$ cat src/rtl/wb_pkg.sv
// Shared types for the write-back port arbiter: result-source encoding,
// grant encoding and the width of the starvation wait counters.
package wb_pkg;

  typedef enum logic [1:0] {
    WB_ALU = 2'b00,
    WB_MEM = 2'b01,
    WB_PC4 = 2'b10
  } wb_src_e;

  typedef enum logic [1:0] {
    GNT_ALU  = 2'b00,
    GNT_LD   = 2'b01,
    GNT_MD   = 2'b10,
    GNT_NONE = 2'b11
  } wb_grant_e;

  localparam int unsigned STARVE_CNT_W = 4;

endpackage

$ cat src/rtl/wb_starve_cnt.sv
// Saturating count of consecutive cycles a stallable source waited while valid.
// starving_o is decoded from the registered count only; never back-pressures.
module wb_starve_cnt
  import wb_pkg::*;
#(
  parameter int unsigned LIMIT = 4
) (
  input  logic clk,
  input  logic rst_n,
  input  logic valid_i,
  input  logic grant_i,
  output logic starving_o
);

  localparam logic [STARVE_CNT_W-1:0] LIMIT_C = STARVE_CNT_W'(LIMIT);

  logic [STARVE_CNT_W-1:0] cnt_q, cnt_d;

  always_comb begin
    cnt_d = '0;
    if (valid_i && !grant_i) begin
      cnt_d = (cnt_q >= LIMIT_C) ? LIMIT_C : cnt_q + 1'b1;
    end
  end

  always_ff @(posedge clk or negedge rst_n) begin
    if (!rst_n) begin
      cnt_q <= '0;
    end else begin
      cnt_q <= cnt_d;
    end
  end

  assign starving_o = (cnt_q >= LIMIT_C);

endmodule

$ cat src/rtl/wb_port_arbiter.sv
// Arbitrates the single register-file write port between ALU, load and mul/div;
// write is registered (1 cycle after grant); load/mul-div wait via ready, ALU only via stall_alu_o.
module wb_port_arbiter
  import wb_pkg::*;
#(
  parameter int unsigned DATA_WIDTH   = 32,
  parameter int unsigned STARVE_LIMIT = 4
) (
  input  logic                  clk,
  input  logic                  rst_n,
  input  logic                  alu_valid_i,
  input  logic [1:0]            alu_result_src_i,
  input  logic [4:0]            alu_rd_i,
  input  logic [DATA_WIDTH-1:0] alu_result_i,
  input  logic [DATA_WIDTH-1:0] alu_pc_i,
  output logic                  stall_alu_o,
  input  logic                  ld_valid_i,
  output logic                  ld_ready_o,
  input  logic [4:0]            ld_rd_i,
  input  logic [DATA_WIDTH-1:0] ld_data_i,
  input  logic                  md_valid_i,
  output logic                  md_ready_o,
  input  logic [4:0]            md_rd_i,
  input  logic [DATA_WIDTH-1:0] md_data_i,
  output logic                  rf_we_o,
  output logic [4:0]            rf_waddr_o,
  output logic [DATA_WIDTH-1:0] rf_wdata_o,
  output logic [1:0]            wb_src_o
);

  wb_grant_e             gnt;
  logic                  rr_q, rr_d;
  logic                  ld_starve, md_starve;
  logic                  rf_we_q, rf_we_d;
  logic [4:0]            rf_waddr_q, rf_waddr_d;
  logic [DATA_WIDTH-1:0] rf_wdata_q, rf_wdata_d;
  wb_grant_e             wb_src_q, wb_src_d;
  logic [DATA_WIDTH-1:0] pc_plus4;

  assign stall_alu_o = ld_starve | md_starve;
  assign pc_plus4    = alu_pc_i + DATA_WIDTH'(4);

  // ALU wins unless stalled; rr_q=0 prefers the load when both stallable sources wait.
  always_comb begin
    gnt = GNT_NONE;
    if (!rst_n) begin
      gnt = GNT_NONE;
    end else if (alu_valid_i && !stall_alu_o) begin
      gnt = GNT_ALU;
    end else if (ld_valid_i && md_valid_i) begin
      gnt = rr_q ? GNT_MD : GNT_LD;
    end else if (ld_valid_i) begin
      gnt = GNT_LD;
    end else if (md_valid_i) begin
      gnt = GNT_MD;
    end
  end

  assign ld_ready_o = (gnt == GNT_LD);
  assign md_ready_o = (gnt == GNT_MD);

  always_comb begin
    rf_we_d    = 1'b0;
    rf_waddr_d = rf_waddr_q;
    rf_wdata_d = rf_wdata_q;
    wb_src_d   = GNT_NONE;
    rr_d       = rr_q;
    case (gnt)
      GNT_ALU: begin
        rf_we_d    = (alu_rd_i != 5'd0);
        rf_waddr_d = alu_rd_i;
        rf_wdata_d = (alu_result_src_i == WB_PC4) ? pc_plus4 : alu_result_i;
        wb_src_d   = GNT_ALU;
      end
      GNT_LD: begin
        rf_we_d    = (ld_rd_i != 5'd0);
        rf_waddr_d = ld_rd_i;
        rf_wdata_d = ld_data_i;
        wb_src_d   = GNT_LD;
        rr_d       = 1'b1;
      end
      GNT_MD: begin
        rf_we_d    = (md_rd_i != 5'd0);
        rf_waddr_d = md_rd_i;
        rf_wdata_d = md_data_i;
        wb_src_d   = GNT_MD;
        rr_d       = 1'b0;
      end
      default: ;
    endcase
  end

  always_ff @(posedge clk or negedge rst_n) begin
    if (!rst_n) begin
      rf_we_q    <= 1'b0;
      rf_waddr_q <= '0;
      rf_wdata_q <= '0;
      wb_src_q   <= GNT_NONE;
      rr_q       <= 1'b0;
    end else begin
      rf_we_q    <= rf_we_d;
      rf_waddr_q <= rf_waddr_d;
      rf_wdata_q <= rf_wdata_d;
      wb_src_q   <= wb_src_d;
      rr_q       <= rr_d;
    end
  end

  assign rf_we_o    = rf_we_q;
  assign rf_waddr_o = rf_waddr_q;
  assign rf_wdata_o = rf_wdata_q;
  assign wb_src_o   = wb_src_q;

  wb_starve_cnt #(.LIMIT(STARVE_LIMIT)) u_ld_wait (
    .clk        (clk),
    .rst_n      (rst_n),
    .valid_i    (ld_valid_i),
    .grant_i    (gnt == GNT_LD),
    .starving_o (ld_starve)
  );

  wb_starve_cnt #(.LIMIT(STARVE_LIMIT)) u_md_wait (
    .clk        (clk),
    .rst_n      (rst_n),
    .valid_i    (md_valid_i),
    .grant_i    (gnt == GNT_MD),
    .starving_o (md_starve)
  );

endmodule

$ cat config.mk
export PLATFORM = sky130hd
export DESIGN_NAME = wb_port_arbiter
export DESIGN_NICKNAME = d
export VERILOG_FILES = /design/src/rtl/wb_pkg.sv /design/src/rtl/wb_starve_cnt.sv /design/src/rtl/wb_port_arbiter.sv
export SDC_FILE = /design/constraint.sdc
export NUM_CORES = 1
export LEC_CHECK = 0
export BUFFER_PORTS_ARGS = -buffer_cell sky130_fd_sc_hd__buf_4
export CORE_UTILIZATION = 45
export DETAILED_ROUTE_END_ITERATION = 12
export PLACE_DENSITY_LB_ADDON = 0.15
export SLEW_MARGIN = 20
export SYNTH_ARGS = -nofsm -noshare
export SYNTH_HDL_FRONTEND = slang
export SYNTH_HIERARCHICAL = 1
export SYNTH_SLANG_ARGS = --single-unit
$ cat constraint.sdc
create_clock -name clk -period 4.9 [get_ports clk]
set_input_delay 0.49 -clock clk [delete_from_list [all_inputs] [get_ports clk]]
set_output_delay 0.49 -clock clk [all_outputs]
set_load 0.01 [all_outputs]
; ---- Word level (Yosys, flattened, before mapping)
; Cells that the tools add are included.
[word_totals]
inputBits = 150
reg_bits = 49
[op_classes]
n_eq_ne = 3
magnitude_cmp = 2
add_sub_neg = 3
bitwise = 1
reduce_logical = 13
muxes = 16
[ops]
columns = operator, n
row1 = $pmux 32 s3, 1
row2 = $add 32x3->32 const B, 1
row3 = $mux 32, 1
row4 = $mux 4, 4
row5 = $pmux 5 s3, 1
row6 = $reduce_bool 5->1, 3
row7 = $mux 2, 5
row8 = $add 4x1->4 const B, 2
row9 = $ge 4x3->1 const B, 2
row10 = $pmux 2 s3, 1
row11 = $eq 2x2->1 const B, 2
row12 = $logic_and 1x1->1, 4
row13 = $logic_not 1->1, 3
row14 = $pmux 1 s3, 1
row15 = $reduce_bool 3->1, 1
row16 = $eq 2x1->1 const B, 1
row17 = $logic_not 2->1, 1
row18 = $pmux 1 s2, 1
row19 = $reduce_bool 2->1, 1
row20 = $mux 1, 1
row21 = $or 1x1->1, 1

; ---- Depth between registers and ports, before layout
[logic_depth]
word_depth = 10
ltp_mapped = 12
depth_no_buf = 11

; ---- Modules after synthesis
; Netlist, hierarchy kept.
[modules_own_cells]
columns = module, seq_area_each_um2, cells_per_inst, area_per_inst_um2, n_inst
row1 = wb_port_arbiter, 1028.5, 393, 3154.3, 1
row2 = wb_starve_cnt at u_md_wait, 100.1, 13, 163.9, 1
row3 = wb_starve_cnt at u_ld_wait, 100.1, 13, 153.9, 1

; ---- Worst setup path after synthesis
; OpenSTA, ideal clock, no wires.
[synth_timing]
path_type = flip-flop to flip-flop
from = reg u_md_wait.cnt_q[2]
to = reg rf_wdata_q[23] (netlist: rf_wdata_o[23])
slack_ns = 2.203
required_time_ns = 4.823
setup_ns = 0.077
arrival_time_ns = 2.619
stages_incl_launch_ff = 13
period_less_slack_ns = 2.697
cell_sequence = dfrtp_1 or2_4 or2_2 nor2_1 o21ai_0 inv_1 ha_1 clkbuf_1 buf_1 a22oi_1 a211oi_1 a21oi_1 a21oi_1
[synth_via]
elab_chain_cells = 8
[synth_rtl]
columns = item, line
row1 = "start, declared", wb_starve_cnt.sv:17  ; logic [STARVE_CNT_W-1:0] cnt_q, cnt_d;
row2 = "start signal, assigned", wb_starve_cnt.sv:30  ; cnt_q <= cnt_d;
row3 = $ge 4x3->1 (*), wb_starve_cnt.sv:34  ; assign starving_o = (cnt_q >= LIMIT_C);
row4 = named net md_starve, wb_port_arbiter.sv:33  ; logic ld_starve, md_starve;
row5 = $or 1x1->1 (*), wb_port_arbiter.sv:40  ; assign stall_alu_o = ld_starve | md_starve;
row6 = named net stall_alu_o, wb_port_arbiter.sv:16  ; output logic stall_alu_o,
row7 = $logic_not 1->1 (*), wb_port_arbiter.sv:48  ; end else if (alu_valid_i && !stall_alu_o) begin
row8 = $logic_and 1x1->1 (*), wb_port_arbiter.sv:48
row9 = $mux 2 (*), wb_port_arbiter.sv:48
row10 = $mux 2 (*), wb_port_arbiter.sv:46  ; if (!rst_n) begin
row11 = $eq 2x1->1 (*), -
row12 = named net ld_ready_o, wb_port_arbiter.sv:18  ; output logic ld_ready_o,
row13 = $pmux 32 s3 or $reduce_bool 3->1 (tied branches), -
row14 = "end signal, assigned", wb_port_arbiter.sv:103  ; rf_wdata_q <= rf_wdata_d;
row15 = "end, declared", wb_port_arbiter.sv:36  ; logic [DATA_WIDTH-1:0] rf_wdata_q, rf_wdata_d;
; Mark *: on every way through the listed nets, which the timed path passes. The rest lies on a longest branch.
; A chain may end at the register's enable or synchronous reset.

; ---- Worst setup path after layout
[layout_timing]
from = reg u_md_wait.cnt_q[2]
to = reg rf_wdata_q[25] (netlist: rf_wdata_o[25])
[layout_via]
elab_chain_cells = 8
[layout_rtl]
columns = item, line
row1 = $ge 4x3->1 (*), wb_starve_cnt.sv:34
row2 = named net md_starve, wb_port_arbiter.sv:33
row3 = $or 1x1->1 (*), wb_port_arbiter.sv:40
row4 = $logic_not 1->1 (*), wb_port_arbiter.sv:48
row5 = $logic_and 1x1->1 (*), wb_port_arbiter.sv:48
row6 = $mux 2 (*), wb_port_arbiter.sv:48
row7 = $mux 2 (*), wb_port_arbiter.sv:46
row8 = "$eq 2x2->1, or another cell as far along", wb_port_arbiter.sv:68  ; case (gnt)
row9 = $pmux 32 s3 or $reduce_bool 3->1 (tied branches), -
; Marks and branches as above.

==> flow_summary.ini <==
[outcome]
outcome = completed

[route]
detailroute.via_count = 4065
antenna_violating_nets_post_route = 0
drt_first_pass_iters = 6
drt-initial-drc-count = 238
routedWlPerCell_um = 17.9
vias_per_cell = 5.87
wl_mm = 12.4
drc_errors = 0

[power]
vdd_drop_max_v = 0.000126
power_per_cell_area_mw_per_mm2 = 289
p_leak_uw = 0.00229

[flow_run]
timing.max_cap.violations = 0

[worst_setup_path]
crit_path_start_kind = register
cp_slowest_cell = ha_2
cp_cell_instances = or2_4, or2_2, nor2_1, o21ai_0, ha_2, buf_4, clkinv_1, a221oi_1, nor3_1, a21oi_1, o41ai_2
critPathRequiredTime_ns = 5.06
timing.critical_path.slowest_cell_delay_ns = 0.63
path_class = register to register
critPathCaptureType = register
critPathMaxFanout = 31
data_arrival_time_at_the_worst_slack_endpoint_ns = 3.57

[synthesis]
synth_flop_cell = dfrtp_1
synth_compound_area_share_pct = 27.8
post-synth-top-area-fraction_pct = 33.9
most_frequently_used_cell_type_in_the_post_synthesis_netlist = dfrtp_1
postSynth.asyncResetShare_pct = 100
yosys.area_share.simple_pct = 23.0
synth_top_cells_by_area = dfrtp_1, nand2_1, a221oi_1
synth_seq_cells = 49
yosysUniqueCellTypes = 46
post_synth.cell_area_avg_um2 = 8.29
post_synthesis_share_of_cell_area_spent_on_full_adders_half_adders_and_majority_gates_pct = 2.52
post-synth-top-area-cell = dfrtp_1
most_common_library_cells_after_synthesis = dfrtp_1, nand2_1, nor2_1, a21oi_1, clkbuf_1
post_synth_inst_count = 419
mappedNetlistArea_mm2 = 0.00347
synth.area.mux_share_pct = 0
synth.net_count = 576
main_combinational_cell_family_by_area_after_synthesis = compound AO/OA/AOI/OAI gates
synth_edf_count = 0
synthesis.yosys.warnings = 6
post_synthesis_xor_xnor_area_fraction_pct = 6.56
synth_sequential_area_ratio_pct = 35.4

[finish]
syn2layout_area_growth_pct = 45.6
filler_cell_count = 655
net_count_reported_at_finish = 750
final_design_area_no_fill_mm2 = 0.00506
num_antenna_cells = 0
sequential_cell_area_mm2 = 0.00123
multi_input_comb_area_mm2 = 0.00209
post_route_cells_drive_above_1_share_pct = 37.2

[global_routing]
globalRouteMet1Util_pct = 41.4
grt_overflow = 0
via_count_of_the_first_global_routing_pass = 3942
met3_usage_pct = 5.50
layer_with_the_highest_usage_after_global_routing = met2
antenna_found_initial = 0
grt_start_max_net_pins = 62
global_route.usage.total_pct = 30.4
grt_pass1_wl_mm = 19.7
groute.layer.met2.usage_pct = 50.1

[timing]
layout_worst_path_cycle_share_pct = 69.6
timing_max_transition_violations_final = 0
timing.fmax_mhz = 293
worstMarginPinSlew_ns = 1.11
skew_ns = 0.00760
layout_min_cycle_time_ns = 3.41
finalSetupViolCount = 0
rsz0062_at_grt = no
hold_viol_final = 0
max-slew-margin-rel_pct = 25.7
fin_setup_tns_ns = 0

[clock_network]
cts.sinks = 49
htree_num_levels = 2
cts_resized = 0
clock_path_buffers = 2
cts_root_buffer = clkbuf_8
clk_transition_reported_paths_ns = 0.10
clk-insertion-delay-late_ns = 0.31
cts.hold.buffers_added = 0
cts_buffer_count = 5
cts_tree = yes
cts_setup_buffers = 0

[placement]
last_weighted_congestion_value_of_the_routability_driven_placer = 0.946
port_buffers = 192
place.detailed.hpwl_mm = 9.55
placed_standard_cell_area_mm2 = 0.00497

[floorplan]
design.portCount = 193
die_width_um = 89.8
initial_utilization_pct = 47.1
design.die.area_mm2 = 0.00807
std_cell_rows = 31
die_height_um = 89.8
fp.coreArea_mm2 = 0.00737

[hold_path]
hold_class = input port to asynchronous set/reset pin
==> per-layer routing <==
layer | vias to the layer above | routed length (um)
li1 | 1932 | -
met1 | 1915 | 5230
met2 | 201 | 5860
met3 | 17 | 1090
met4 | 0 | 193
met5 | - | 0
==> worst paths after layout <==
| kind | slack [ns] | cells after the start | from | endpoint |
|---|---|---|---|---|
| worst max-delay path | 1.49 | 11 | u_md_wait/cnt_q[2] | rf_wdata_o[25] |
| worst min-delay path | 0.20 | 1 | rst_n | rf_wdata_o[28] |
| worst max register to register | 1.49 | 11 | u_md_wait/cnt_q[2] | rf_wdata_o[25] |
| worst min register to register | 0.46 | 1 | u_md_wait/cnt_q[0] | u_md_wait/cnt_q[0] |
| max in group asynchronous | 4.26 | 1 | rst_n | rf_wdata_o[0] |
| min in group clk | 0.46 | 1 | u_md_wait/cnt_q[0] | u_md_wait/cnt_q[0] |
==> report_power, final <==
group          total, uW  leakage, uW  internal [uW]  switching, uW
logic                642      0.00164            321            320
registers            569     0.000606            504           64.6
clock network        249    0.0000445            102            147
==> layout by cell type (no fill, tap or decap), drive strengths merged, types with 4 or more instances in the layout <==
cell type	netlist	layout
a211oi	5	5
a221oi	19	19
or2	4	4
a311oi	12	12
a221o	9	9
o31ai	10	10
inv	9	10
a22oi	19	19
nor2	36	36
o21ai	18	18
nand2b	5	5
buf	8	198
xor2	16	16
ha	7	7
xnor2	10	10
nand2	45	45
nand3	15	15
dfrtp	47	47
and3	5	5
nand4	12	12
nor4	7	7
a21oi	28	28
nor3	21	21
clkbuf	23	5
==> metrics by stage <==
step | hold slack, ns | power, uW | instances | util (%) | setup WS (ns)
final | 0.204 | 1460 | 693 | 68.6 | 1.49
after global routing | 0.250 | 1540 | 693 | 68.6 | 1.20
after CTS | 0.228 | 1460 | 693 | 68.6 | 1.49
after detailed placement | 0.443 | 1210 | 685 | 67.4 | 1.39
after global placement | 0.427 | 1200 | 685 | 67.4 | 1.57
after floorplan | 0.194 | 867 | 419 | - | 2.20
==> worst max-delay path, delay by kind of cell (launching register included) <==
kind / cells / cell delay, ns
simple gates: 4 / 0.81
fa+ha+maj: 1 / 0.63
buf+inv: 2 / 0.56
compound gates: 4 / 0.87
flops: 1 / 0.39
==> flip-flops by register name, indices dropped and copies added (netlist names) <==
signal / cells
rf_waddr_o: 5
rf_wdata_o: 32
rf_we_o: 1
rr_q: 1
u_ld_wait/cnt_q: 4
u_md_wait/cnt_q: 4
wb_src_o: 2
==> cell families after synthesis <==
| logic type | Yosys count |
|---|---|
| simple gates | 160 |
| compound gates | 134 |
| flops | 49 |
| buf+inv | 41 |
| xor+xnor | 26 |
| fa+ha+maj | 7 |
| other cells | 2 |
==> final cells by class <==
type	instances	area share [%]
tap	99	2.45
sequential	49	24.3
inverter	10	0.742
timing repair buffer	198	29.4
clock inverter	3	0.421
clock buffer	5	1.36
multi-input combinational	329	41.3
Power figures use the tool's default switching activity.
